==> config.mk <==
export PLATFORM = sky130hd
export DESIGN_NAME = spi_register_writer
export DESIGN_NICKNAME = d
export VERILOG_FILES = /design/src/rtl/spi_register_writer.sv
export SDC_FILE = /design/constraint.sdc
export NUM_CORES = 1
export LEC_CHECK = 0
export CAP_MARGIN = 20
export CORE_UTILIZATION = 50
export DETAILED_ROUTE_END_ITERATION = 8
export PLACE_DENSITY_LB_ADDON = 0.2
export SYNTH_ARGS = -nofsm -noshare
export SYNTH_HDL_FRONTEND = slang
export SYNTH_SLANG_ARGS = --single-unit
==> constraint.sdc <==
create_clock -name i_Clock -period 1.9 [get_ports i_Clock]
set_input_delay 0.285 -clock i_Clock [delete_from_list [all_inputs] [get_ports i_Clock]]
set_output_delay 0.285 -clock i_Clock [all_outputs]
set_load 0.02 [all_outputs]
==> src/rtl/spi_register_writer.sv <==
// SPI mode-0 slave that converts {16-bit register number, data bytes...} frames into register-write strobes.
// Optional `SPI_REGISTER_LOOPBACK_EN echoes each completed frame byte back on MISO, one byte late.
`timescale 1ns/1ps

module spi_register_writer (
  input  logic        i_Clock,
  input  logic        i_Reset_n,
  input  logic        i_SPI_SCK,
  input  logic        i_SPI_CS_n,
  input  logic        i_SPI_MOSI,
  output logic        o_SPI_MISO,
  output logic        o_RegisterWriteEnable,
  output logic [15:0] o_RegisterWriteNumber,
  output logic [7:0]  o_RegisterWriteValue,
  output logic        o_FrameAbort
);

  typedef enum logic [1:0] {ST_IDLE, ST_ADDR, ST_DATA} state_t;

  logic [1:0]  sck_sync_reg, cs_sync_reg, mosi_sync_reg;
  logic        sck_prev_reg, cs_prev_reg;
  logic        sck_s, cs_s, mosi_s;
  logic        sck_rise, cs_rise, cs_fall, sck_valid;

  state_t      state_reg, state_next;
  logic [3:0]  bit_cnt_reg, bit_cnt_next;
  logic [15:0] shift_reg, shift_next;
  logic [15:0] addr_reg, addr_next;
  logic        byte_done_reg, byte_done_next;
  logic        we_reg, we_next;
  logic [15:0] num_reg, num_next;
  logic [7:0]  val_reg, val_next;
  logic        abort_reg, abort_next;

  // CS synchroniser resets low so a CS already asserted at reset release never looks like a new frame.
  always_ff @(posedge i_Clock or negedge i_Reset_n) begin
    if (!i_Reset_n) begin
      sck_sync_reg  <= 2'b00;
      cs_sync_reg   <= 2'b00;
      mosi_sync_reg <= 2'b00;
      sck_prev_reg  <= 1'b0;
      cs_prev_reg   <= 1'b0;
    end else begin
      sck_sync_reg  <= {sck_sync_reg[0], i_SPI_SCK};
      cs_sync_reg   <= {cs_sync_reg[0], i_SPI_CS_n};
      mosi_sync_reg <= {mosi_sync_reg[0], i_SPI_MOSI};
      sck_prev_reg  <= sck_sync_reg[1];
      cs_prev_reg   <= cs_sync_reg[1];
    end
  end

  assign sck_s     = sck_sync_reg[1];
  assign cs_s      = cs_sync_reg[1];
  assign mosi_s    = mosi_sync_reg[1];
  assign sck_rise  = sck_s & ~sck_prev_reg;
  assign cs_rise   = cs_s & ~cs_prev_reg;
  assign cs_fall   = ~cs_s & cs_prev_reg;
  assign sck_valid = sck_rise & ~cs_s & ~cs_rise;

  always_ff @(posedge i_Clock or negedge i_Reset_n) begin
    if (!i_Reset_n) begin
      state_reg     <= ST_IDLE;
      bit_cnt_reg   <= 4'd0;
      shift_reg     <= 16'h0000;
      addr_reg      <= 16'h0000;
      byte_done_reg <= 1'b0;
      we_reg        <= 1'b0;
      num_reg       <= 16'h0000;
      val_reg       <= 8'h00;
      abort_reg     <= 1'b0;
    end else begin
      state_reg     <= state_next;
      bit_cnt_reg   <= bit_cnt_next;
      shift_reg     <= shift_next;
      addr_reg      <= addr_next;
      byte_done_reg <= byte_done_next;
      we_reg        <= we_next;
      num_reg       <= num_next;
      val_reg       <= val_next;
      abort_reg     <= abort_next;
    end
  end

  always_comb begin
    state_next     = state_reg;
    bit_cnt_next   = bit_cnt_reg;
    shift_next     = shift_reg;
    addr_next      = addr_reg;
    byte_done_next = 1'b0;
    we_next        = 1'b0;
    num_next       = num_reg;
    val_next       = val_reg;
    abort_next     = 1'b0;

    case (state_reg)
      ST_IDLE: begin
        if (cs_fall) begin
          shift_next   = 16'h0000;
          bit_cnt_next = 4'd0;
          state_next   = ST_ADDR;
        end
      end
      ST_ADDR: begin
        if (cs_rise) begin
          state_next = ST_IDLE;
          abort_next = (bit_cnt_reg != 4'd0);
        end else if (sck_valid) begin
          shift_next = {shift_reg[14:0], mosi_s};
          if (bit_cnt_reg == 4'd15) begin
            addr_next    = {shift_reg[14:0], mosi_s};
            bit_cnt_next = 4'd0;
            state_next   = ST_DATA;
          end else begin
            bit_cnt_next = bit_cnt_reg + 4'd1;
          end
        end
      end
      ST_DATA: begin
        if (cs_rise) begin
          state_next = ST_IDLE;
          abort_next = (bit_cnt_reg != 4'd0);
        end else if (sck_valid) begin
          shift_next = {shift_reg[14:0], mosi_s};
          if (bit_cnt_reg == 4'd7) begin
            bit_cnt_next   = 4'd0;
            byte_done_next = 1'b1;
          end else begin
            bit_cnt_next = bit_cnt_reg + 4'd1;
          end
        end
      end
      default: state_next = ST_IDLE;
    endcase

    // Completed byte is issued one cycle after its last bit lands; address then advances for bursts.
    if (byte_done_reg) begin
      we_next   = 1'b1;
      num_next  = addr_reg;
      val_next  = shift_reg[7:0];
      addr_next = addr_reg + 16'd1;
    end
  end

  assign o_RegisterWriteEnable = we_reg;
  assign o_RegisterWriteNumber = num_reg;
  assign o_RegisterWriteValue  = val_reg;
  assign o_FrameAbort          = abort_reg;

`ifdef SPI_REGISTER_LOOPBACK_EN
  logic       sck_fall_valid, byte_end;
  logic [7:0] echo_reg, tx_reg;
  logic       load_pending_reg, miso_reg;

  assign sck_fall_valid = ~sck_s & sck_prev_reg & ~cs_s & (state_reg != ST_IDLE);
  assign byte_end       = sck_valid & (state_reg != ST_IDLE) & (bit_cnt_reg[2:0] == 3'd7);

  // Each frame byte is captured at its last rising edge and replayed from the falling edge that follows.
  always_ff @(posedge i_Clock or negedge i_Reset_n) begin
    if (!i_Reset_n) begin
      echo_reg         <= 8'h00;
      tx_reg           <= 8'h00;
      load_pending_reg <= 1'b0;
      miso_reg         <= 1'b0;
    end else if (cs_fall || cs_rise) begin
      tx_reg           <= 8'h00;
      load_pending_reg <= 1'b0;
      miso_reg         <= 1'b0;
    end else begin
      if (byte_end) begin
        echo_reg         <= {shift_reg[6:0], mosi_s};
        load_pending_reg <= 1'b1;
      end
      if (sck_fall_valid) begin
        if (load_pending_reg) begin
          miso_reg         <= echo_reg[7];
          tx_reg           <= {echo_reg[6:0], 1'b0};
          load_pending_reg <= 1'b0;
        end else begin
          miso_reg <= tx_reg[7];
          tx_reg   <= {tx_reg[6:0], 1'b0};
        end
      end
    end
  end

  assign o_SPI_MISO = miso_reg;
`else
  assign o_SPI_MISO = 1'b0;
`endif

endmodule

==> summary.md <==
| Metric | Value |
|---|---|
| Seq/Total Area, Yosys | `0.549` |
| Worst Path Arrival | `1.98 ns` |
| Die outline width | `83.1 um` |
| # diodes | `0` |
| Routed wire length | `5.68 mm` |
| First-pass GRT wire length | `10.2 mm` |
| Std-Cell Rows | `29` |
| Die Span Y | `83.1 um` |
| Post-synth EDFFs | `0` |
| DRC Markers | `0` |
| Clk sinks | `72` |
| Layout area overhead | `19.2%` |
| Mapped Cells | `288` |
| Fin Hold WS | `0.354 ns` |
| Post-DRT Antenna Nets | `0` |
| Largest net degree at the start of global routing | `73` |
| Post-CTS Setup Inserts | `0` |
| Synth area leaders | `dfrtp_1, mux2i_1, mux2_2` |
| Routed via count | `2136` |
| CTS tree | `built` |
| Synth async-reset ratio | `1.00` |
| Synth Cell Area | `3280 um^2` |
| Hold Violations, Final | `0` |
| Clock-pin slew on the worst setup and hold paths | `0.08 ns` |
| Clock skew | `0.00856 ns` |
| Port Buffers | `30` |
| Post-DP HPWL | `3.82 mm` |
| Filler cells | `513` |
| Post-synth top flop | `dfrtp_1` |
| Total track usage | `0.188` |
| Worst EP required | `2.12 ns` |
| CTS buffer count | `9` |
| Outcome | `finished, final reports clean` |
| Placed inst area | `3700 um^2` |
| Post-route cell area | `3920 um^2` |
| Final core utilization | `0.617` |
| Cell taking the most area after synthesis | `dfrtp_1` |
| DR WL/cell | `14.0 um` |
| Achievable Freq | `568 MHz` |
| Critical path peak fanout | `5` |
| Drt initial violations | `86` |
| Setup_tns | `0 ns` |
| Htree depth | `3` |
| GP Congestion | `0.822` |
| Crit path time final | `1.76 ns` |
| Yosys top cell area share | `0.549` |
| Final worst-path cycle share | `0.927` |
| Io pins | `32` |
| Layout cell share with drive strength beyond 1 | `0.165` |
| Final setup vio count | `0` |
| Area occupied by multi-input gates | `1390 um^2` |
| CTS root buf | `clkbuf_8` |
| Vias in the first global route | `2140` |
| Slew Viols, Final | `0` |
| Drt via density | `5.27` |
| CTS Buffer Depth | `2` |
| CP Class | `reg -> reg` |
| Die area | `6900 um^2` |
| Startpoint types | `flop` |
| HP Class | `reg -> reg` |
| Net Count, Synth | `300` |
| Synth cell types | `36` |
| Initial core utilization | `0.517` |
| Crit path capture type | `flop` |
| FF+latch count, synth | `72` |
| Overflow after GRT | `0` |
| Initial antenna violation count | `0` |
| Register area | `1800 um^2` |
| Power Dens Cells | `862 nW/um^2` |
| Worst-Skew Late Latency | `0.34 ns` |
| Max cap viols | `0` |
| Leak pwr | `1.63 nW` |
| Core Box Area | `6350 um^2` |
| Final net count | `335` |
| Peak VDD IR | `0.866 mV` |
| Syn Area/Cell | `11.4 um^2` |
| TritonRoute pass-1 iters | `4` |
| Syn. warnings | `0` |
[path summary, 6_finish.rpt]
| path | slack [ns] | cells past startpoint | endpoint | start |
|---|---|---|---|---|
| max | 0.14 | 6 | bit_cnt_reg[2] | state_reg[0] |
| min in group asynchronous | 0.50 | 3 | bit_cnt_reg[2] | i_Reset_n |
| max in group asynchronous | 1.11 | 3 | state_reg[1] | i_Reset_n |
| min reg2reg | 0.35 | 0 | cs_sync_reg[1] | cs_sync_reg[0] |
| max reg2reg | 0.14 | 6 | bit_cnt_reg[2] | state_reg[0] |
| min | 0.35 | 0 | cs_sync_reg[1] | cs_sync_reg[0] |
[stage by stage]
step                power (mW)  setup WS, ns  std cells
finish                    3.38         0.139        405
global route              3.56       -0.0159        405
CTS                       3.39         0.143        405
detailed placement        2.20         0.169        388
global placement          2.18         0.208        388
floorplan                 2.03        0.0988        288
[where the power goes]
group,switching (mW),internal (mW),leakage (nW)
clock network,0.583,0.605,0.0952
registers,0.0772,1.60,0.983
logic,0.348,0.167,0.556
[logic make-up after synthesis]
family,synth area share
simple gates,0.116
flops,0.549
mux,0.180
compound gates,0.0606
buf+inv,0.0301
xor+xnor,0.0373
fa+ha+maj,0.0267
other cells,0.00114
[layout by cell type (no fill, tap or decap), types with 6 or more instances in the layout]
cell type,instances
inv_1,8
mux2i_1,31
dfrtp_1,71
clkdlybuf4s50_1,29
o21ai_1,18
nand3_1,7
ha_1,7
nor2_1,10
nand2_1,45
clkbuf_8,9
xnor2_1,14
o21ai_0,6
mux2_2,24
[routing by layer]
metal | vias to the layer above | track usage | wire length [um]
li1 | 1069 | - | -
met4 | 0 | 0.0784 | 78
met2 | 46 | 0.286 | 2630
met5 | - | 0 | 0
met3 | 6 | 0.0447 | 171
met1 | 1015 | 0.259 | 2800
[repair_timing]
item,4_1_cts,5_1_grt
setup endpoints to repair,0,3
gates resized for setup,0,3
endpoints found under the hold margin,72,0
hold buffers,1,0
[synthesized netlist by cell type (2+ instances only)]
cell / count
ha_1: 7
a21oi_1: 2
o211ai_1: 2
dfrtp_1: 72
xnor2_1: 14
a31oi_1: 2
o21ai_0: 7
nand2_1: 45
inv_1: 8
nor4_1: 3
clkbuf_1: 10
nand3_1: 7
nand4_1: 3
mux2i_1: 32
o31ai_1: 2
mux2_2: 24
o21ai_1: 17
nor2_1: 10
nor3_1: 4
[layout make-up]
cell class	count	area share
clock buffers	9	0.0316
clock inverters	7	0.0185
inverters	8	0.00767
multi-input cells	194	0.356
flip-flops and latches	72	0.461
well taps	77	0.0246
repair buffers	38	0.101
[worst max-delay path, cell delays in order, from the launching register on]
cell	delay, ns
dfrtp_1	0.44
inv_1	0.10
ha_1	0.22
nor2_1	0.23
mux2i_2	0.35
or2_1	0.20
o21ai_0	0.10
Note: power is estimated with default switching activity, not from simulation.
